File: config.mk
export PLATFORM = sky130hd
export DESIGN_NAME = fxp2float_s
export DESIGN_NICKNAME = d
export VERILOG_FILES = /design/src/rtl/fxp2float_s.sv
export SDC_FILE = /design/constraint.sdc
export NUM_CORES = 1
export LEC_CHECK = 0
export BUFFER_PORTS_ARGS = -buffer_cell sky130_fd_sc_hd__buf_2
export CAP_MARGIN = 20
export CORE_ASPECT_RATIO = 0.9
export CORE_MARGIN = 4
export CORE_UTILIZATION = 51
export CTS_CLUSTER_DIAMETER = 120
export DETAILED_ROUTE_END_ITERATION = 6
export GPL_TIMING_DRIVEN = 0
export HOLD_SLACK_MARGIN = 0.03
export PLACE_DENSITY = 0.76
export SLEW_MARGIN = 20
export SYNTH_ARGS = -nofsm -noshare
export SYNTH_HDL_FRONTEND = slang
export SYNTH_SLANG_ARGS = --single-unit
File: constraint.sdc
create_clock -name clk -period 1.5 [get_ports clk]
set_input_delay 0.075 -clock clk [delete_from_list [all_inputs] [get_ports clk]]
set_output_delay 0.075 -clock clk [all_outputs]
set_load 0.005 [all_outputs]
File: src/rtl/fxp2float_s.sv
// Signed fixed-point (Q WOI.WOF) to IEEE-754 single converter, 3-stage valid/ready pipeline.
// Define FXP2FLOAT_RNE_EN for round-to-nearest-even on discarded bits; otherwise truncate.
module fxp2float_s #(
    parameter int WOI = 9,
    parameter int WOF = 7,
    localparam int W  = WOI + WOF,
    localparam int PW = $clog2(W)
) (
    input  logic         clk,
    input  logic         rst,
    input  logic         in_valid,
    output logic         in_ready,
    input  logic [W-1:0] fxp_i,
    output logic         out_valid,
    input  logic         out_ready,
    output logic [31:0]  fp32_o
);

    logic          v1_q, v2_q, v3_q;
    logic          rdy1, rdy2, rdy3;
    logic          s1_q, s2_q, z2_q;
    logic [W-1:0]  a1_d, a1_q, a2_q;
    logic [PW-1:0] p1_d, p2_q;
    logic          z1_d;
    logic [31:0]   fp_d, fp_q;

    // Backpressure ripples from the output towards the input in the same cycle.
    assign rdy3     = !v3_q || out_ready;
    assign rdy2     = !v2_q || rdy3;
    assign rdy1     = !v1_q || rdy2;
    assign in_ready = rdy1;

    // The most negative input maps to 2^(W-1), which still fits unsigned in W bits.
    assign a1_d = fxp_i[W-1] ? (~fxp_i) + W'(1) : fxp_i;

    // NOTE: every variable written in always_comb gets a default first, so no latch is inferred.
    always_comb begin
        p1_d = '0;
        for (int i = 0; i < W; i++) begin
            if (a1_q[i]) p1_d = PW'(i);
        end
        z1_d = (a1_q == '0);
    end

    logic [PW-1:0] sh;
    logic [W-1:0]  norm;
    logic [W+24:0] ext;
    logic [22:0]   frac, frac_r;
    logic [9:0]    exp_w;
    logic [7:0]    expo;
`ifdef FXP2FLOAT_RNE_EN
    logic          guard, sticky, rnd_up, carry;
`endif

    always_comb begin
        sh     = PW'(W - 1) - p2_q;
        norm   = a2_q << sh;
        ext    = {norm, 25'b0};
        frac   = ext[W+23:W+1];
        exp_w  = 10'(p2_q) + 10'd127 - 10'(WOF);
`ifdef FXP2FLOAT_RNE_EN
        guard  = ext[W];
        sticky = |ext[W-1:0];
        rnd_up = guard && (sticky || frac[0]);
        {carry, frac_r} = {1'b0, frac} + 24'(rnd_up);
        expo   = exp_w[7:0] + 8'(carry);
`else
        frac_r = frac;
        expo   = exp_w[7:0];
`endif
        fp_d   = z2_q ? 32'h0 : {s2_q, expo, frac_r};
    end

    // Bits below the 23-bit fraction only matter when rounding is enabled.
    logic unused_ok;
    assign unused_ok = ^{exp_w[9:8], ext[W:0]};

    // NOTE: sequential state uses non-blocking assignments so all stages update from pre-edge values.
    always_ff @(posedge clk or posedge rst) begin
        if (rst) begin
            // NOTE: data registers are reset too, so fp32_o reads 0 straight out of reset.
            v1_q <= 1'b0;
            v2_q <= 1'b0;
            v3_q <= 1'b0;
            s1_q <= 1'b0;
            a1_q <= '0;
            s2_q <= 1'b0;
            z2_q <= 1'b0;
            a2_q <= '0;
            p2_q <= '0;
            fp_q <= 32'h0;
        end else begin
            if (rdy1) begin
                v1_q <= in_valid;
                if (in_valid) begin
                    s1_q <= fxp_i[W-1];
                    a1_q <= a1_d;
                end
            end
            if (rdy2) begin
                v2_q <= v1_q;
                if (v1_q) begin
                    s2_q <= s1_q;
                    a2_q <= a1_q;
                    p2_q <= p1_d;
                    z2_q <= z1_d;
                end
            end
            if (rdy3) begin
                v3_q <= v2_q;
                if (v2_q) fp_q <= fp_d;
            end
        end
    end

    assign out_valid = v3_q;
    assign fp32_o    = fp_q;

endmodule

==> results.toml, run 1 <==
[place]
io_buffers = 45
post_dp_cell_area_um2 = 3700
place_hpwl_um = 5240
place_congestion = 0.808

[synthesis]
synth-edff-count = 0
synth_area_leaders = "dfrtp_1 47%, nand2_1 9.2%, mux2i_1 5.2%"
ys.flop_type = "dfrtp_1"
yosysTopAreaCell = "dfrtp_1"
synth_top_area_share = 0.474
syn_avg_cell_area_um2 = 9.66
syn-instance-count = 339
synth_seq_cells = 62
synthArstFlopShare = 1.00
synth_warnings = 0
syn-cell-area_um2 = 3270
ys_seq_area_frac = 0.474
ys_types = 46

[timing]
rsz0062_at_grt = "yes"
slew_viol_final = 0
fin_crit_ns = 1.71
finalCritPeriodShare = 1.14
layout_setup_ws_ns = -0.206
final.setup.tns_ns = -0.780
finClkSkew_ns = 0.00744
setup_viol = 8
max_freq_mhz = 586
hold_viol = 0

[finish]
n_antenna_cell = 0
design_area_um2 = 4120
drive_above_1_share = 0.321
fin_nets = 434
syn_to_final_growth_pct = 26.0

[critical_path]
critPathRequiredTime_ns = 1.73
rrSetupSlack_ns = -0.21
crit_start = "p2_q[0]$_DFFE_PP0P_"
r2r_end = "fp32_o[20]$_DFFE_PP0P_"
r2r_cells = 5
start_kind = "flip-flop"
endpoint_kind = "flip-flop"
timing.rr.start = "p2_q[0]$_DFFE_PP0P_"
crit_chain = "buf_4 > mux2_2 > mux4_2 > a22oi_1 > nand2_1"
critical_path_arrival_ns = 1.93
cp_max_fo = 5
timing.critical_path.to = "fp32_o[20]$_DFFE_PP0P_"
critical-path-max-stage-delay_ns = 0.47
crit_type = "reg2reg"
worst_path_max_delay_cell = "mux4_2"

[routing]
wl_met2_um = 3320
post_drt_via_cell_ratio = 5.13
wl_met3_um = 418
vias = 2592
wl_met1_um = 3050
first_pass_iters = 4
routedWlPerCell_um = 13.7
highest_layer = "met4"
drc = 0
drtIter0Drc = 123
drt-total-wl_um = 6900
antenna_left = 0

[pwr]
clock_power_share = 0.238
p_sw_mw = 2.05
power_density_nw_per_um2 = 1500
total_leakage_power_nw = 1.98
p_int_mw = 4.12
p_sw_frac = 0.333
power_frac_comb = 0.364
peakVddDrop_v = 0.000612
sequentialPowerShare = 0.398

[clock_tree]
clk_pin_slew_worst_paths_ns = 0.07
cts_sinks = 62
clk_latency_ns = 0.34
cts_root_buf = "clkbuf_8"
max-clock-path-buffers = 2
cts_tree = "built"
cts_buffers = 9
htree_levels = 3

[run_status]
status = "finished with violations"
violations = "negative setup slack"

[floorplan]
die_x_um = 92.4
die_height_um = 84
coreArea_um2 = 6180
rows = 27
die-area_um2 = 7770
io-pin-count = 54
start_util = 0.529

[grt]
grtUsageTotal = 0.185
grt_max_degree = 26
gr-total-overflow = 0
grt_pass1_vias = 2414
grt_pass1_wl_um = 11300
antenna_found_initial = 0

[min_path]
hold_class = "in2reg"
min_from = "fxp_i[0]"

[run]
cap_violations = 0
-- area by class of cell --
class / count / area (um2)
Inverter: 7 / 30.0
Sequential cell: 62 / 1550
Clock inverter: 4 / 45.0
Buffer: 25 / 186
Multi-Input combinational cell: 250 / 1680
Tap cell: 87 / 109
Timing Repair Buffer: 58 / 368
Fill cell: 485 / 2060
Clock buffer: 12 / 155
-- Yosys cell counts (2+ instances only) --
cell / instances
inv_1: 7
a211oi_1: 2
nor2_1: 15
mux2i_1: 17
buf_2: 2
a21oi_1: 11
clkbuf_1: 10
a22o_1: 2
o211ai_1: 2
dfrtp_1: 62
xor2_1: 12
nor3_1: 5
a32o_1: 2
nand3_1: 5
a32oi_1: 2
buf_4: 13
mux4_2: 5
nand2b_1: 10
o41ai_1: 2
mux2_2: 10
o21ai_1: 4
o21ai_0: 28
o31ai_1: 7
nand2_1: 80
a221o_1: 2
o221ai_1: 2
-- worst max-delay path: cells and delay by family (launching register included) --
kind / cells / cell delay (ns)
flops: 1 / 0.37
simple gates: 1 / 0.08
compound gates: 1 / 0.17
mux: 2 / 0.82
buf+inv: 1 / 0.16
-- power groups by stage --
stage | Sequential, mW | Combinational (mW) | Clock (mW)
floorplan | 2.39 | 1.37 | 0
global placement | 2.41 | 1.91 | 0
detailed placement | 2.43 | 1.96 | 0
CTS | 2.41 | 2.07 | 1.49
global route | 2.53 | 2.48 | 1.58
finish | 2.46 | 2.24 | 1.47
-- routing by layer --
layer,track usage,vias to the layer above
met3,0.0577,15
met5,0,-
met1,0.231,1186
met2,0.297,72
met4,0.0729,0
li1,-,1319
-- repair_timing --
action	in CTS	in global routing
cloned	0	1
setup endpoints to repair	40	57
resized for setup	10	38
hold endpoints to repair	23	0
pin swaps	0	3
hold buffers	5	0
buffers inserted	3	2
-- state kept, by name, summed over array words and instances (netlist names), 4 cells and up --
| name | cells |
|---|---|
| a1_q | 16 |
| p2_q | 4 |
| fp32_o | 21 |
| a2_q | 15 |
-- how the worst min path moves through the flow --
stage                                  end  slack [ns]  cells past startpoint
CTS                    a1_q[7]$_DFFE_PP0P_        0.03                      3
global route           a1_q[0]$_DFFE_PP0P_        0.05                      3
detailed placement  fp32_o[30]$_DFFE_PP0P_        0.10                      2
floorplan                 v1_q$_DFFE_PP0N_        0.18                      1
finish                 a1_q[0]$_DFFE_PP0P_        0.04                      3
global placement          v1_q$_DFFE_PP0N_        0.28                      2
-- placed cells by master (no fill, tap or decap), drive strengths merged, types with 6 or more instances in the layout --
cell and instances:
nor2 15, mux2 10, clkbuf 20, dfrtp 62, mux2i 17, a21oi 11
nand2b 10, o31ai 7, o21ai 33, inv 6, nand2 80, conb 8
xor2 12, buf 70
-- cells by family (layout without fill, tap and decap cells) --
group	count (synthesis)	in the layout	synth area share
other	1	8	0.00115
adders and majority gates	1	1	0.00382
xor gates and xnor gates	13	13	0.0348
and+or+nand+nor	124	124	0.167
DFF	62	62	0.474
buffers and inverters	34	106	0.0573
muxes	32	32	0.121
AOI/OAI and AO/OA	72	72	0.141
-- through the flow --
step | cells | hold WS, ns | total power, mW | setup WS [ns] | utilization
5_1_grt | 505 | 0.0456 | 6.59 | -0.292 | 0.667
6_report | 505 | 0.0411 | 6.17 | -0.206 | 0.667
4_1_cts | 503 | 0.0314 | 5.97 | -0.196 | 0.647
2_1_floorplan | 346 | 0.183 | 3.76 | -0.0762 | -
3_5_place_dp | 480 | 0.102 | 4.40 | -0.192 | 0.599
3_3_place_gp | 478 | 0.281 | 4.32 | -0.203 | 0.591
Power figures use the tool's default switching activity.
==> run 2, diff against run 1 <==
==> constraint.sdc (replaced) <==
create_clock -name clk -period 1.5 [get_ports clk]
set_input_delay 0.15 -clock clk [delete_from_list [all_inputs] [get_ports clk]]
set_output_delay 0.15 -clock clk [all_outputs]
set_load 0.005 [all_outputs]
==> results.toml, run 2 (same netlist as run 1, synthesis figures left out) <==
[clock_tree]
cts_buffers = 9
max-clock-path-buffers = 2
htree_levels = 3
clk_latency_ns = 0.35
clk_pin_slew_worst_paths_ns = 0.07
cts_tree = "built"
cts_root_buf = "clkbuf_8"
cts_sinks = 62

[routing]
drc = 0
vias = 2590
post_drt_via_cell_ratio = 5.16
first_pass_iters = 4
drtIter0Drc = 131
antenna_left = 0
drt-total-wl_um = 6870
routedWlPerCell_um = 13.7

[timing]
layout_setup_ws_ns = -0.203
max_freq_mhz = 587
finClkSkew_ns = 0.00800
hold_viol = 0
finalCritPeriodShare = 1.14
fin_crit_ns = 1.70
rsz0062_at_grt = "yes"
final.setup.tns_ns = -0.760
setup_viol = 8
slew_viol_final = 0

[grt]
gr-total-overflow = 0
grt_pass1_vias = 2404
grt_max_degree = 26
grt_pass1_wl_um = 11200
grtUsageTotal = 0.184
antenna_found_initial = 0

[finish]
largest_reg_flops = 21
final_common_cell = "nand2_1"
syn_to_final_growth_pct = 25.2
drive_above_1_share = 0.325
fin_nets = 431
n_antenna_cell = 0
layout_common_cells = "77 x nand2_1, 62 x dfrtp_1, 46 x buf_2, 24 x o21ai_0, 19 x buf_4"
multi_input_comb_area_um2 = 1680
seq_area_um2 = 1550
fillers = 486

[min_path]
hold_class = "in2reg"
whs_path_depth = 3
min_from = "fxp_i[13]"
hold-path-endpoint = "a1_q[13]$_DFFE_PP0P_"

[run_status]
status = "finished with violations"
violations = "negative setup slack"

[pwr]
total_power_mw = 6.17
peakVddDrop_v = 0.000614
total_leakage_power_nw = 1.97
power_density_nw_per_um2 = 1500

[critical_path]
crit_type = "reg2reg"
cp_max_fo = 5
timing.rr.start = "p2_q[0]$_DFFE_PP0P_"
critical_path_arrival_ns = 1.93
r2r_end = "fp32_o[20]$_DFFE_PP0P_"
endpoint_kind = "flip-flop"
critPathRequiredTime_ns = 1.73
r2r_cells = 5
start_kind = "flip-flop"
rrSetupSlack_ns = -0.20

[floorplan]
io-pin-count = 54
coreArea_um2 = 6180
die-area_um2 = 7770
die_x_um = 92.4
start_util = 0.529
rows = 27
die_height_um = 84

[place]
io_buffers = 45
pre_cts_ws_ns = -0.192
place_hpwl_um = 5240
place_congestion = 0.808

[run]
cap_violations = 0
[run 2: cell types whose count changed in the layout (fill, tap and decap cells not counted)]
| cell | delta |
|---|---|
| nand3_2 | +1 |
| nand3_1 | -1 |
| dlygate4sd3_1 | -3 |
[run 2: layout make-up]
class / count / share of cell area
plain buffers: 25 / 0.0455
clock buffers: 12 / 0.0379
clock inverters: 4 / 0.0110
multi-input cells: 250 / 0.411
flip-flops and latches: 62 / 0.379
well taps: 87 / 0.0266
repair buffers: 55 / 0.0824
inverters: 7 / 0.00733
[run 2: metrics by stage]
step	hold WS (ns)	instances	instance area (um2)	utilization
6_report	0.108	502	4100	0.663
5_1_grt	0.121	502	4100	0.663
4_1_cts	0.0971	500	3970	0.642
3_5_place_dp	0.177	480	3700	0.599
3_3_place_gp	0.356	478	3650	0.591
2_1_floorplan	0.258	346	3320	-
[run 2: metal layers]
layer  wire, um  share of wire  track usage
met1       3070           0.45        0.231
met2       3280           0.48        0.294
met3        391          0.057       0.0577
met4        129          0.019       0.0729
met5          0              0            0
[run 2: what timing repair did]
item | CTS | global route
endpoints found under the hold margin | 19 | 0
endpoints found under the setup margin | 40 | 58
buffers inserted | 3 | 2
hold buffers | 2 | 0
pin swaps | 0 | 3
gates cloned | 0 | 1
resized for setup | 10 | 39
[run 2: where the power goes]
group          leakage, nW  internal, mW  total (mW)  switching [mW]
clock network        0.106         0.849        1.47           0.621
logic                 1.10          1.17        2.24            1.07
registers            0.764          2.10        2.46           0.362
[run 2: critical path, stage by stage, from the launching register on]
cell	delay, ns
dfrtp_1	0.37
buf_4	0.16
mux2_2	0.34
mux4_2	0.47
a22oi_1	0.17
nand2_1	0.08
[run 2: worst max-delay path by stage]
stage,cells past startpoint,startpoint,to,slack [ns]
global route,6,p2_q[0]$_DFFE_PP0P_,fp32_o[20]$_DFFE_PP0P_,-0.29
global placement,5,p2_q[0]$_DFFE_PP0P_,fp32_o[22]$_DFFE_PP0P_,-0.20
CTS,5,p2_q[0]$_DFFE_PP0P_,fp32_o[20]$_DFFE_PP0P_,-0.20
detailed placement,5,p2_q[0]$_DFFE_PP0P_,fp32_o[20]$_DFFE_PP0P_,-0.19
finish,5,p2_q[0]$_DFFE_PP0P_,fp32_o[20]$_DFFE_PP0P_,-0.20
floorplan,5,p2_q[0]$_DFFE_PP0P_,fp32_o[20]$_DFFE_PP0P_,-0.08
